--- src/rtl/clk_switch_ctrl.sv ---
// Select controller for the glitch-free clk1/clk2 mux feeding the SHA-256 core.
// Define CLK_SWITCH_COUNT_EN to add the saturating completed-switch counter output switch_cnt.
module clk_switch_ctrl #(
  parameter int MIN_DWELL = 8,
  parameter int SETTLE    = 6,
  parameter int IDLE_HOLD = 16,
  parameter int CNTW      = 8
) (
  input  logic        clk,
  input  logic        reset_n,
  input  logic        fast_req,
  input  logic        force_slow,
  output logic        sel_clk2,
  output logic        fast_ack,
  output logic        switching
`ifdef CLK_SWITCH_COUNT_EN
  ,
  output logic [15:0] switch_cnt
`endif
);

  localparam logic [CNTW-1:0] DWELL_MAX   = CNTW'(MIN_DWELL);
  localparam logic [CNTW-1:0] SETTLE_LAST = CNTW'(SETTLE - 1);
  localparam logic [CNTW-1:0] IDLE_LAST   = CNTW'(IDLE_HOLD - 1);
  localparam logic [CNTW-1:0] ONE         = CNTW'(1);

  typedef enum logic [2:0] {
    SLOW    = 3'd0,
    TO_FAST = 3'd1,
    FAST    = 3'd2,
    HOLD    = 3'd3,
    TO_SLOW = 3'd4
  } state_e;

  state_e          state_q, state_d;
  logic [CNTW-1:0] dwell_q, dwell_d;
  logic [CNTW-1:0] settle_q, settle_d;
  logic [CNTW-1:0] idle_q, idle_d;
  logic            sel_q, sel_d;
  logic            ack_q, ack_d;
  logic            sw_q, sw_d;
  logic            dwell_done;

  assign dwell_done = (dwell_q == DWELL_MAX);

  always_comb begin
    state_d  = state_q;
    settle_d = settle_q;
    idle_d   = idle_q;
    case (state_q)
      SLOW: begin
        if (fast_req && !force_slow && dwell_done) begin
          state_d  = TO_FAST;
          settle_d = '0;
        end
      end
      TO_FAST: begin
        if (settle_q == SETTLE_LAST) state_d = FAST;
        else                         settle_d = settle_q + ONE;
      end
      FAST: begin
        if (force_slow && dwell_done) begin
          state_d  = TO_SLOW;
          settle_d = '0;
        end else if (!fast_req) begin
          state_d = HOLD;
          idle_d  = '0;
        end
      end
      HOLD: begin
        // A request reasserting on the expiry cycle wins: no switch happens.
        if (fast_req && !force_slow) begin
          state_d = FAST;
        end else if ((force_slow || idle_q == IDLE_LAST) && dwell_done) begin
          state_d  = TO_SLOW;
          settle_d = '0;
        end else if (idle_q != IDLE_LAST) begin
          idle_d = idle_q + ONE;
        end
      end
      TO_SLOW: begin
        if (settle_q == SETTLE_LAST) state_d = SLOW;
        else                         settle_d = settle_q + ONE;
      end
      default: state_d = SLOW;
    endcase

    sel_d = (state_d == TO_FAST) || (state_d == FAST) || (state_d == HOLD);
    ack_d = (state_d == FAST) || (state_d == HOLD);
    sw_d  = (state_d == TO_FAST) || (state_d == TO_SLOW);

    // Dwell restarts on every select edge so consecutive toggles are spaced.
    if (sel_d != sel_q)  dwell_d = '0;
    else if (dwell_done) dwell_d = dwell_q;
    else                 dwell_d = dwell_q + ONE;
  end

  always_ff @(posedge clk or negedge reset_n) begin
    if (!reset_n) begin
      state_q  <= SLOW;
      dwell_q  <= '0;
      settle_q <= '0;
      idle_q   <= '0;
      sel_q    <= 1'b0;
      ack_q    <= 1'b0;
      sw_q     <= 1'b0;
    end else begin
      state_q  <= state_d;
      dwell_q  <= dwell_d;
      settle_q <= settle_d;
      idle_q   <= idle_d;
      sel_q    <= sel_d;
      ack_q    <= ack_d;
      sw_q     <= sw_d;
    end
  end

  assign sel_clk2  = sel_q;
  assign fast_ack  = ack_q;
  assign switching = sw_q;

`ifdef CLK_SWITCH_COUNT_EN
  logic [15:0] cnt_q;
  logic        done_evt;

  assign done_evt = ((state_q == TO_FAST) && (state_d == FAST)) ||
                    ((state_q == TO_SLOW) && (state_d == SLOW));

  always_ff @(posedge clk or negedge reset_n) begin
    if (!reset_n)                          cnt_q <= '0;
    else if (done_evt && cnt_q != 16'hFFFF) cnt_q <= cnt_q + 16'd1;
  end

  assign switch_cnt = cnt_q;
`endif

endmodule

--- config.mk ---
export PLATFORM = sky130hd
export DESIGN_NAME = clk_switch_ctrl
export DESIGN_NICKNAME = d
export VERILOG_FILES = /design/src/rtl/clk_switch_ctrl.sv
export SDC_FILE = /design/constraint.sdc
export NUM_CORES = 1
export LEC_CHECK = 0
export BUFFER_PORTS_ARGS = -buffer_cell sky130_fd_sc_hd__clkbuf_2
export CORE_MARGIN = 4
export CORE_UTILIZATION = 50
export CTS_BUF_LIST = sky130_fd_sc_hd__clkbuf_16
export DETAILED_ROUTE_END_ITERATION = 16
export GPL_ROUTABILITY_DRIVEN = 0
export PLACE_DENSITY = 0.63
export SKIP_CTS_REPAIR_TIMING = 1
export SLEW_MARGIN = 20
export SYNTH_ARGS = -nofsm -noshare
export SYNTH_HDL_FRONTEND = slang
export SYNTH_SLANG_ARGS = --single-unit
export TNS_END_PERCENT = 20
--- constraint.sdc ---
create_clock -name clk -period 5.3 [get_ports clk]
set_clock_uncertainty 0.1 [all_clocks]
set_input_delay 1.06 -clock clk [delete_from_list [all_inputs] [get_ports clk]]
set_output_delay 1.06 -clock clk [all_outputs]
set_load 0.01 [all_outputs]
Word level (Yosys, flattened, before mapping)

Index checks and enable logic that the tools add are counted.

$add $sub $neg: 3
Equality and inequality tests: 23
Multiplexer cells: 22
Reductions and logical operators: 16

Operator list:

| cell                | count |
|---|---|
| $mux 8              | 12 |
| $pmux 8 s4          | 1 |
| $add 8x1->8 const B | 3 |
| $mux 3              | 7 |
| $ne 2x2->1 const B  | 9 |
| $eq 8x4->1 const B  | 2 |
| $pmux 8 s2          | 1 |
| $pmux 3 s5          | 1 |
| $eq 3x2->1 const B  | 4 |
| $reduce_and 6->1    | 2 |
| $eq 8x3->1 const B  | 1 |
| $ne 8x4->1 const B  | 1 |
| $eq 3x1->1 const B  | 2 |
| $eq 3x3->1 const B  | 2 |
| $logic_or 1x1->1    | 5 |
| $logic_and 1x1->1   | 4 |
| $reduce_bool 4->1   | 1 |
| $logic_not 3->1     | 1 |
| $ne 2x1->1 const B  | 1 |
| $reduce_bool 2->1   | 1 |
| $reduce_or 2->1     | 1 |
| $logic_not 1->1     | 1 |
| $ne 1x1->1          | 1 |

Bits in registers: 30
Input port bits: 4

Longest topological paths before layout

Gate-level depths: netlist of run 1.

Word-level depth: 11
Depth in mapped cells: 10

Worst setup path before layout of run 1

OpenSTA, ideal clock, no wires.

Kind: in2reg
From: input fast_req
To: register settle_q[3]
Setup time: 121 ps
Arrival: 2512 ps
Required time: 5079 ps
Path slack: 2567 ps
Stages on the path: 6
Cell sequence: or4b_4 > a21oi_2 > a221oi_2 > o311a_4 > or3_1 > a22o_1

Cells in the longest elaborated chain, start to end: 4

Ends and longest elaborated chain:

| what                                | RTL line | RTL |
|---|---|---|
| start, declared                     | 11       | `input logic fast_req,` |
| $logic_and 1x1->1 *                 | 52, 72   |  |
| $logic_and 1x1->1                   | 52       | `if (fast_req && !force_slow && dwell_done) begin` |
| $ne 2x2->1 (no source line)         | -        |  |
| $reduce_and 6->1 (no source line) * | -        |  |
| end signal, assigned                | 110      | `settle_q <= settle_d;` |
| end, declared                       | 37       | `logic [CNTW-1:0] settle_q, settle_d;` |

Mark *: on every way between the ends. The rest lies on a longest branch, timed or not.
A chain may end at the register's enable or synchronous reset.

Worst setup path after layout of run 1

Ends and elaborated chain as after synthesis.

==> impl_results.md, run 1 <==
* Die Wd at 65.87 microns
* Layout Nets at 189
* Total Neg Setup Slack at 0 ns
* Fill count at 270
* Ys flop type: dfrtp_1
* Synth unique cells at 46
* Outcome: finished clean
* Rows at 20
* Final Hold Vio Count at 0
* Num CTS Buffers at 5
* Max-slew violation count at 0
* Worst setup path class: in2reg
* WHS Endpoint: settle_q[7]
* Clk root buf: clkbuf_16
* Mean Syn Cell Area at 9.790 sq um
* Worst hold-check path type: reg2reg
* Max IR drop VDD at 0.0002464 V
* Die area at 4338 sq um
* Drt drc at 0
* DR pass1 iterations at 4
* Die Y-Extent at 65.87 microns
* Req. time, crit path at 5.36 ns
* Fin crit share at 51.89%
* Async SR Flop Fraction at 100.0%
* Slowest stage delay, CP at 0.48 ns
* Sequential share of the synthesized area at 44.84%
* Leak Pwr at 0.8301 nW
* Largest net degree at the start of global routing at 31
* Drt wl/cell at 15.04 microns
* Num ports at 7
* YS warnings at 0
* CP max-delay cell: or4b_4
* PwrDens at 533.7 nW/um^2
* Clock H-tree levels at 2
* Layout cells sized above 1 at 13.81%
* Final ANT Viol Nets at 0
* Multi-input gate area at 879.6 sq um
* Crit path cell chain: clkbuf_2 > or4b_4 > a21oi_2 > a221oi_2 > o311a_4 > or3_1 > a22o_1
* Post-synth EDFFs at 0
* Worst r2r src: dwell_q[0]
* Slew HR at 49.02%
* Clock sink count at 30
* Synth Cell Area at 1674 sq um
* Number of global-route vias before repair at 1256
* Worst setup EP type: register
* CP Depth at 7
* CP bufs+invs at 1
* Reg-to-Reg End: dwell_q[2]
* Crit path DAT at 2.81 ns
* Post-DR vias/cell at 5.636
* Post-synthesis register bit count at 30
* GRT Overall Usage at 17.28%
* Cells after Synth at 171
* TritonCTS clock tree: built
* Core ar. at 3128 sq um
* Detailed Route WL at 3385 microns
* Total gr overflow at 0
* Initial antenna violation count at 0
* Final core occ at 59.84%
* Ant diodes at 0
* Max-cap violations at 0
* RSZ-0062 raised after global routing: no
* Hold path startpoint: settle_q[7]
* Area growth, synth to finish at 11.81%
* Crit path max-delay family: simple AND/OR/NAND/NOR gates
* Clock Tree Buf Depth at 2
* FF/Latch Area at 750.7 sq um
* CP startpoint kind: input port
* Global-route wire length before repair at 5775 microns
* Port bufs at 6
* Insertion delay to the later sink of the worst-skew pair at 0.27 ns
* Worst-path clk slew at 0.05 ns
* Vias at 1268
* Final setup vio count at 0
* Worst slew pin tran at 0.7647 ns
* Syn_nets at 180
* Initial Util at 53.52%
* Reg2reg setup slack at 2.72 ns
* Detailed placer's ending HPWL at 2463 microns
* Max Fclk at 363.6 MHz
* Tmin final at 2.750 ns
* Worst r2r path cells at 8
* Starting DRC count in detailed routing at 61
* Worst Hold Path Cells at 1
* Critical Path Fanout Max at 7
## cells in the mapped netlist (2+ instances only)
| master | count | area share (%) |
|---|---|---|
| a22o_1 | 2 | 1.0 |
| o21ai_0 | 4 | 1.2 |
| xnor2_1 | 8 | 4.2 |
| mux2_2 | 2 | 1.3 |
| nand2_1 | 15 | 3.4 |
| a21oi_1 | 8 | 2.4 |
| nor3b_1 | 2 | 0.90 |
| nand2b_1 | 2 | 0.75 |
| nor2_1 | 23 | 5.2 |
| and3_1 | 7 | 2.6 |
| xor2_1 | 4 | 2.1 |
| nor4_1 | 2 | 0.75 |
| nor3_1 | 4 | 1.2 |
| o21a_1 | 2 | 0.90 |
| ha_1 | 5 | 3.7 |
| a221oi_2 | 2 | 1.8 |
| a31oi_1 | 3 | 1.1 |
| inv_1 | 5 | 1.1 |
| buf_2 | 2 | 0.60 |
| nand3_1 | 11 | 3.3 |
| o31ai_1 | 2 | 0.90 |
| or3_1 | 3 | 1.1 |
| dfrtp_1 | 30 | 45 |
## worst reg2reg max path, stage by stage (launching register included)
cell and delay (ns):
dfrtp_1 0.39, inv_1 0.13, ha_1 0.17, nor4b_4 0.27
nand3_1 0.25, o21ai_1 0.34, nand3_1 0.16, xor2_1 0.48
nor2_1 0.14
## power by group
| part | total, mW | switching (mW) | leakage, nW | internal, mW |
|---|---|---|---|---|
| registers | 0.386 | 0.0823 | 0.400 | 0.303 |
| logic | 0.353 | 0.205 | 0.357 | 0.148 |
| clock network | 0.260 | 0.0913 | 0.0724 | 0.169 |
| total | 0.999 | 0.378 | 0.830 | 0.621 |
## metal layers
metal / vias up / global-route usage (%) / routed length [microns]
met1: 619 / 21.67 / 1573
met3: 0 / 3.912 / 133
li1: 627 / - / -
met4: 0 / 5.440 / 0
met2: 22 / 29.29 / 1678
met5: - / 0 / 0
## final cells by class
type | instances | area share (%)
Tap cell | 44 | 2.941
Inverter | 5 | 1.003
Sequential cell | 30 | 40.11
Timing Repair Buffer | 6 | 1.604
Multi-Input combinational cell | 132 | 46.99
Clock buffer | 5 | 6.684
Clock inverter | 3 | 0.6684
## cell families after synthesis
logic type               synth area share, %
AND/OR/NAND/NOR                        26.53
AO/OA/AOI/OAI                          13.98
flip-flops                             44.84
XOR/XNOR                               6.278
buffers and inverters                  2.616
adder cells (fa/ha/maj)                3.737
multiplexers                           2.018
## state kept, by name, indices dropped and copies added (netlist names)
signal,flops
switching,1
idle_q,8
settle_q,8
state_q,3
sel_clk2,1
dwell_q,8
fast_ack,1
## worst max-delay path by stage
stage | startpoint | to
2_1_floorplan | fast_req | settle_q[3]
3_5_place_dp | fast_req | settle_q[0]
3_3_place_gp | fast_req | settle_q[0]
4_1_cts | fast_req | settle_q[0]
6_report | fast_req | settle_q[3]
5_1_grt | dwell_q[0] | dwell_q[2]
## through the flow
stage	hold slack [ns]	setup WS (ns)	cells	power [mW]	area (sq um)
6_report	0.3961	2.550	225	0.9990	1872
5_1_grt	0.4130	2.432	225	1.064	1872
4_1_cts	0.3993	2.547	225	1.008	1872
3_5_place_dp	0.3906	2.263	217	0.7421	1734
3_3_place_gp	0.3847	2.288	217	0.7228	1734
2_1_floorplan	0.3501	2.567	171	0.6524	1674
## layout by cell type (no fill, tap or decap), types with 5 or more instances in the layout
cell,instances
inv_1,6
clkbuf_2,6
nor2_1,23
and3_1,7
a21oi_1,8
clkbuf_16,5
nand3_1,11
nand2_1,15
xnor2_1,8
dfrtp_1,30
ha_1,5
(Power assumes the default switching activity.)
==> inputs of run 2 (changes only) <==
Settings changed: PLACE_DENSITY 0.63 to 0.65.
Clock period 5.3 ns to 2.5 ns, I/O delays scaled along.
==> impl_results.md, run 2 (synthesis gave the netlist of run 1 again) <==
* DR pass1 iterations at 4
* Worst slew pin tran at 0.7118 ns
* Layout cells sized above 1 at 18.38%
* Top Registers: dwell_q x8, idle_q x8, settle_q x8
* Starting DRC count in detailed routing at 63
* Final ANT Viol Nets at 0
* RSZ-0062 raised after global routing: yes
* Leak Pwr at 0.8470 nW
* Largest net degree at the start of global routing at 31
* Max Fclk at 418.4 MHz
* Crit path DAT at 2.45 ns
* Clock Tree Buf Depth at 2
* Area growth, synth to finish at 15.40%
* Slew HR at 52.55%
* Max IR drop VDD at 0.0006527 V
* Clk root buf: clkbuf_16
* Worst r2r src: dwell_q[0]
* Commonest non-fill, non-tap cell in the layout: dfrtp_1
* Initial Util at 53.52%
* Post-DR vias/cell at 5.642
* Detailed Route WL at 3285 microns
* Ant diodes at 0
* Tmin final at 2.390 ns
* Clock sink count at 30
* Outcome: finished clean
* Worst hold-check path type: in2async
* Crit path max-delay family: simple AND/OR/NAND/NOR gates
* CP max-delay cell: dfrtp_1
* GRT Overall Usage at 18.33%
* FF/Latch Area at 750.7 sq um
* Max-slew violation count at 0
* Multi-input gate area at 910.9 sq um
* Slowest stage delay, CP at 0.39 ns
* DP Area at 1757 sq um
* Max-cap violations at 0
* Drt drc at 0
* Layout Nets at 193
* Final Hold Vio Count at 0
* Number of global-route vias before repair at 1293
* Placed cells at 220
* Fill count at 254
* Detailed placer's ending HPWL at 2412 microns
* Total gr overflow at 0
* Commonest non-fill, non-tap cells in the layout: dfrtp_1, nor2_1, nand2_1, nand3_1
* CP bufs+invs at 1
* Final setup vio count at 0
* Crit path cell chain: inv_1 > ha_1 > nor4b_4 > and3_2 > a31oi_1 > o311a_4 > or3_1 > a22o_1
* Port bufs at 6
* Reg2reg setup slack at 0.11 ns
* Fin crit share at 95.60%
* Total Neg Setup Slack at 0 ns
* Vias at 1292
* Critical Path Fanout Max at 6
* Worst setup path class: reg2reg
* Worst-path clk slew at 0.05 ns
* PwrDens at 1137 nW/um^2
* TritonCTS clock tree: built
* Die Y-Extent at 65.87 microns
* Tot Pwr at 2.197 mW
* Rows at 20
* Req. time, crit path at 2.56 ns
* Drt wl/cell at 14.34 microns
* Insertion delay to the later sink of the worst-skew pair at 0.27 ns
* Worst r2r path cells at 8
* Num CTS Buffers at 5
* Clock H-tree levels at 2
* Global-route wire length before repair at 5913 microns
* Die Wd at 65.87 microns
* CP startpoint kind: register
* Num ports at 7
* Non-Filler Instances at 229
* Cell area after layout at 1932 sq um
* Reg-to-Reg End: settle_q[3]
* Worst setup EP type: register
* Initial antenna violation count at 0
* Die area at 4338 sq um
* Core ar. at 3128 sq um
[run 2: how the worst max path moves through the flow]
stage	cells after the start	end	from
floorplan	8	settle_q[3]	dwell_q[0]
global placement	8	settle_q[3]	dwell_q[0]
detailed placement	8	settle_q[0]	dwell_q[0]
CTS	8	settle_q[0]	dwell_q[0]
global route	8	settle_q[3]	dwell_q[0]
finish	8	settle_q[3]	dwell_q[0]
[run 2: area by class of cell]
cell class | instances | area share [%]
clock buffer | 5 | 6.477
clock inverter | 3 | 0.5829
inverter | 5 | 0.9715
multi-input combinational | 132 | 47.15
sequential | 30 | 38.86
tap | 44 | 2.850
timing repair buffer | 10 | 3.109
[run 2: per-layer routing]
layer	track usage (%)	routed length, microns
met1	21.90	1455
met2	29.66	1641
met3	6.122	126
met4	8.290	61
met5	0	0
[run 2: per-stage QoR]
step | setup WS, ns | hold slack, ns | utilization (%)
after floorplan | 0.2641 | 0.1044 | -
after global placement | 0.1648 | 0.3983 | 56.16
after detailed placement | 0.06733 | 0.4030 | 56.16
after CTS | 0.05722 | 0.2006 | 60.52
after global routing | -0.02554 | 0.2595 | 61.76
final | 0.1100 | 0.1733 | 61.76
[run 2: worst reg2reg max path: stages (launching register included)]
cell and delay, ns:
dfrtp_1 0.39, inv_1 0.12, ha_1 0.17, nor4b_4 0.31, and3_2 0.34, a31oi_1 0.14
o311a_4 0.18, or3_1 0.35, a22o_1 0.18
[run 2: power breakdown]
part	total (mW)	switching, mW	internal [mW]	leakage (nW)
Clock	0.553	0.196	0.356	0.0663
Combinational	0.826	0.446	0.379	0.381
Sequential	0.818	0.176	0.643	0.400
==> inputs of run 3 (changes only) <==
--- a/config.mk
+++ b/config.mk
@@ -8,2 +8,3 @@
 export BUFFER_PORTS_ARGS = -buffer_cell sky130_fd_sc_hd__clkbuf_2
+export CORE_ASPECT_RATIO = 1.2
 export CORE_MARGIN = 4
@@ -14,3 +15,2 @@
 export PLACE_DENSITY = 0.65
-export SKIP_CTS_REPAIR_TIMING = 1
 export SLEW_MARGIN = 20
==> constraint.sdc (replaced) <==
create_clock -name clk -period 2.5 [get_ports clk]
set_clock_uncertainty 0.1 [all_clocks]
set_input_delay 0.25 -clock clk [delete_from_list [all_inputs] [get_ports clk]]
set_output_delay 0.25 -clock clk [all_outputs]
set_load 0.01 [all_outputs]
==> impl_results.md, run 3 (synthesis gave the netlist of run 1 again) <==
* Non-Filler Instances at 222
* Global-route wire length before repair at 5899 microns
* CP startpoint kind: register
* Max-slew violation count at 0
* Drt drc at 0
* PwrDens at 1140 nW/um^2
* Clk root buf: clkbuf_16
* TritonCTS clock tree: built
* Starting DRC count in detailed routing at 73
* Insertion delay to the later sink of the worst-skew pair at 0.27 ns
* Initial Util at 53.35%
* Final ANT Viol Nets at 0
* Initial antenna violation count at 0
* Post-DR vias/cell at 5.806
* Largest net degree at the start of global routing at 31
* Layout cells sized above 1 at 18.82%
* Commonest non-fill, non-tap cell in the layout: dfrtp_1
* Num ports at 7
* Commonest non-fill, non-tap cells in the layout: dfrtp_1, nor2_1, nand2_1, nand3_1
* Critical Path Fanout Max at 5
* Area growth, synth to finish at 15.62%
* Top Registers: dwell_q x8, idle_q x8, settle_q x8
* DR pass1 iterations at 4
* Fin crit share at 95.34%
* Clock sink count at 30
* Ant diodes at 0
* Req. time, crit path at 2.55 ns
* Worst-path clk slew at 0.05 ns
* Max Fclk at 419.6 MHz
* Port bufs at 6
* Leak Pwr at 0.8561 nW
* Core ar. at 3138 sq um
* Crit path DAT at 2.44 ns
* Final WS setup at 0.1165 ns
* Clock Tree Buf Depth at 2
* Final setup vio count at 0
* Fill count at 266
* Worst setup EP type: register
* Number of global-route vias before repair at 1340
* Slew HR at 51.28%
* Final core occ at 61.68%
* Tmin final at 2.383 ns
* Detailed placer's ending HPWL at 2361 microns
* Layout Nets at 194
* Die Wd at 60.82 microns
* Rows at 22
* Worst slew pin tran at 0.7308 ns
* Worst setup path class: reg2reg
* Max IR drop VDD at 0.0008497 V
* Die area at 4342 sq um
* Detailed Route WL at 3343 microns
* Final Hold Vio Count at 0
* Num CTS Buffers at 5
* Die Y-Extent at 71.39 microns
* Clock H-tree levels at 2
* Drt wl/cell at 15.06 microns
* Placed cells at 211
* Post-Place Worst Slack at 0.07722 ns
* Max-cap violations at 0
* Vias at 1289
* Total gr overflow at 0
* Worst hold-check path type: in2reg
* Outcome: finished clean
* GRT Overall Usage at 17.58%
-- run 3: layout make-up --
cell class	count	area (sq um)	share of cell area [%]
multi-input combinational	132	913.4	47.19
sequential	30	750.7	38.78
clock buffer	5	125.1	6.464
timing repair buffer	11	70.07	3.620
tap	36	45.04	2.327
inverter	5	18.77	0.9696
clock inverter	3	12.51	0.6464
-- run 3: path summary, 6_finish.rpt --
| check | from | endpoint | slack (ns) | cells after the start |
|---|---|---|---|---|
| max | settle_q[0] | settle_q[3] | 0.12 | 7 |
| min | force_slow | state_q[2] | 0.33 | 3 |
| max reg2reg | settle_q[0] | settle_q[3] | 0.12 | 7 |
| min reg2reg | settle_q[6] | settle_q[6] | 0.41 | 1 |
| max in group asynchronous | reset_n | idle_q[1] | 1.35 | 2 |
| min in group asynchronous | reset_n | dwell_q[4] | 0.48 | 2 |
-- run 3: power breakdown --
| group | total, mW | switching (mW) | internal, mW |
|---|---|---|---|
| clock | 0.551 | 0.193 | 0.358 |
| sequential | 0.821 | 0.178 | 0.643 |
| combinational | 0.836 | 0.452 | 0.384 |
| total | 2.21 | 0.823 | 1.38 |
-- run 3: what timing repair did --
| action | in CTS | in global routing |
|---|---|---|
| setup buffers | 0 | 2 |
| hold endpoints to repair | 30 | 0 |
| hold buffers | 1 | 0 |
| gates resized for setup | 0 | 8 |
| setup endpoints to repair | 0 | 15 |
-- run 3: worst max-delay path, cell delays in order (launching register included) --
cell	delay [ns]
dfrtp_1	0.42
ha_1	0.21
nor4bb_2	0.18
a2111oi_0	0.49
a31oi_1	0.16
o311a_4	0.19
or3_1	0.35
a22o_1	0.18
-- run 3: metrics by stage --
stage / setup TNS [ns] / hold WS [ns] / cell area [sq um] / power (mW)
2_1_floorplan: 0 / -0.1456 / 1674 / 1.383
3_3_place_gp: 0 / 0.2398 / 1739 / 1.567
3_5_place_dp: 0 / 0.2473 / 1739 / 1.591
4_1_cts: 0 / 0.3117 / 1887 / 2.161
5_1_grt: -0.01854 / 0.3500 / 1936 / 2.371
6_report: 0 / 0.3293 / 1936 / 2.207
-- run 3: metal layers --
layer,wire length [microns],global-route usage (%)
met1,1478,20.63
met2,1774,29.73
met3,77,5.586
met4,13,5.783
met5,0,0
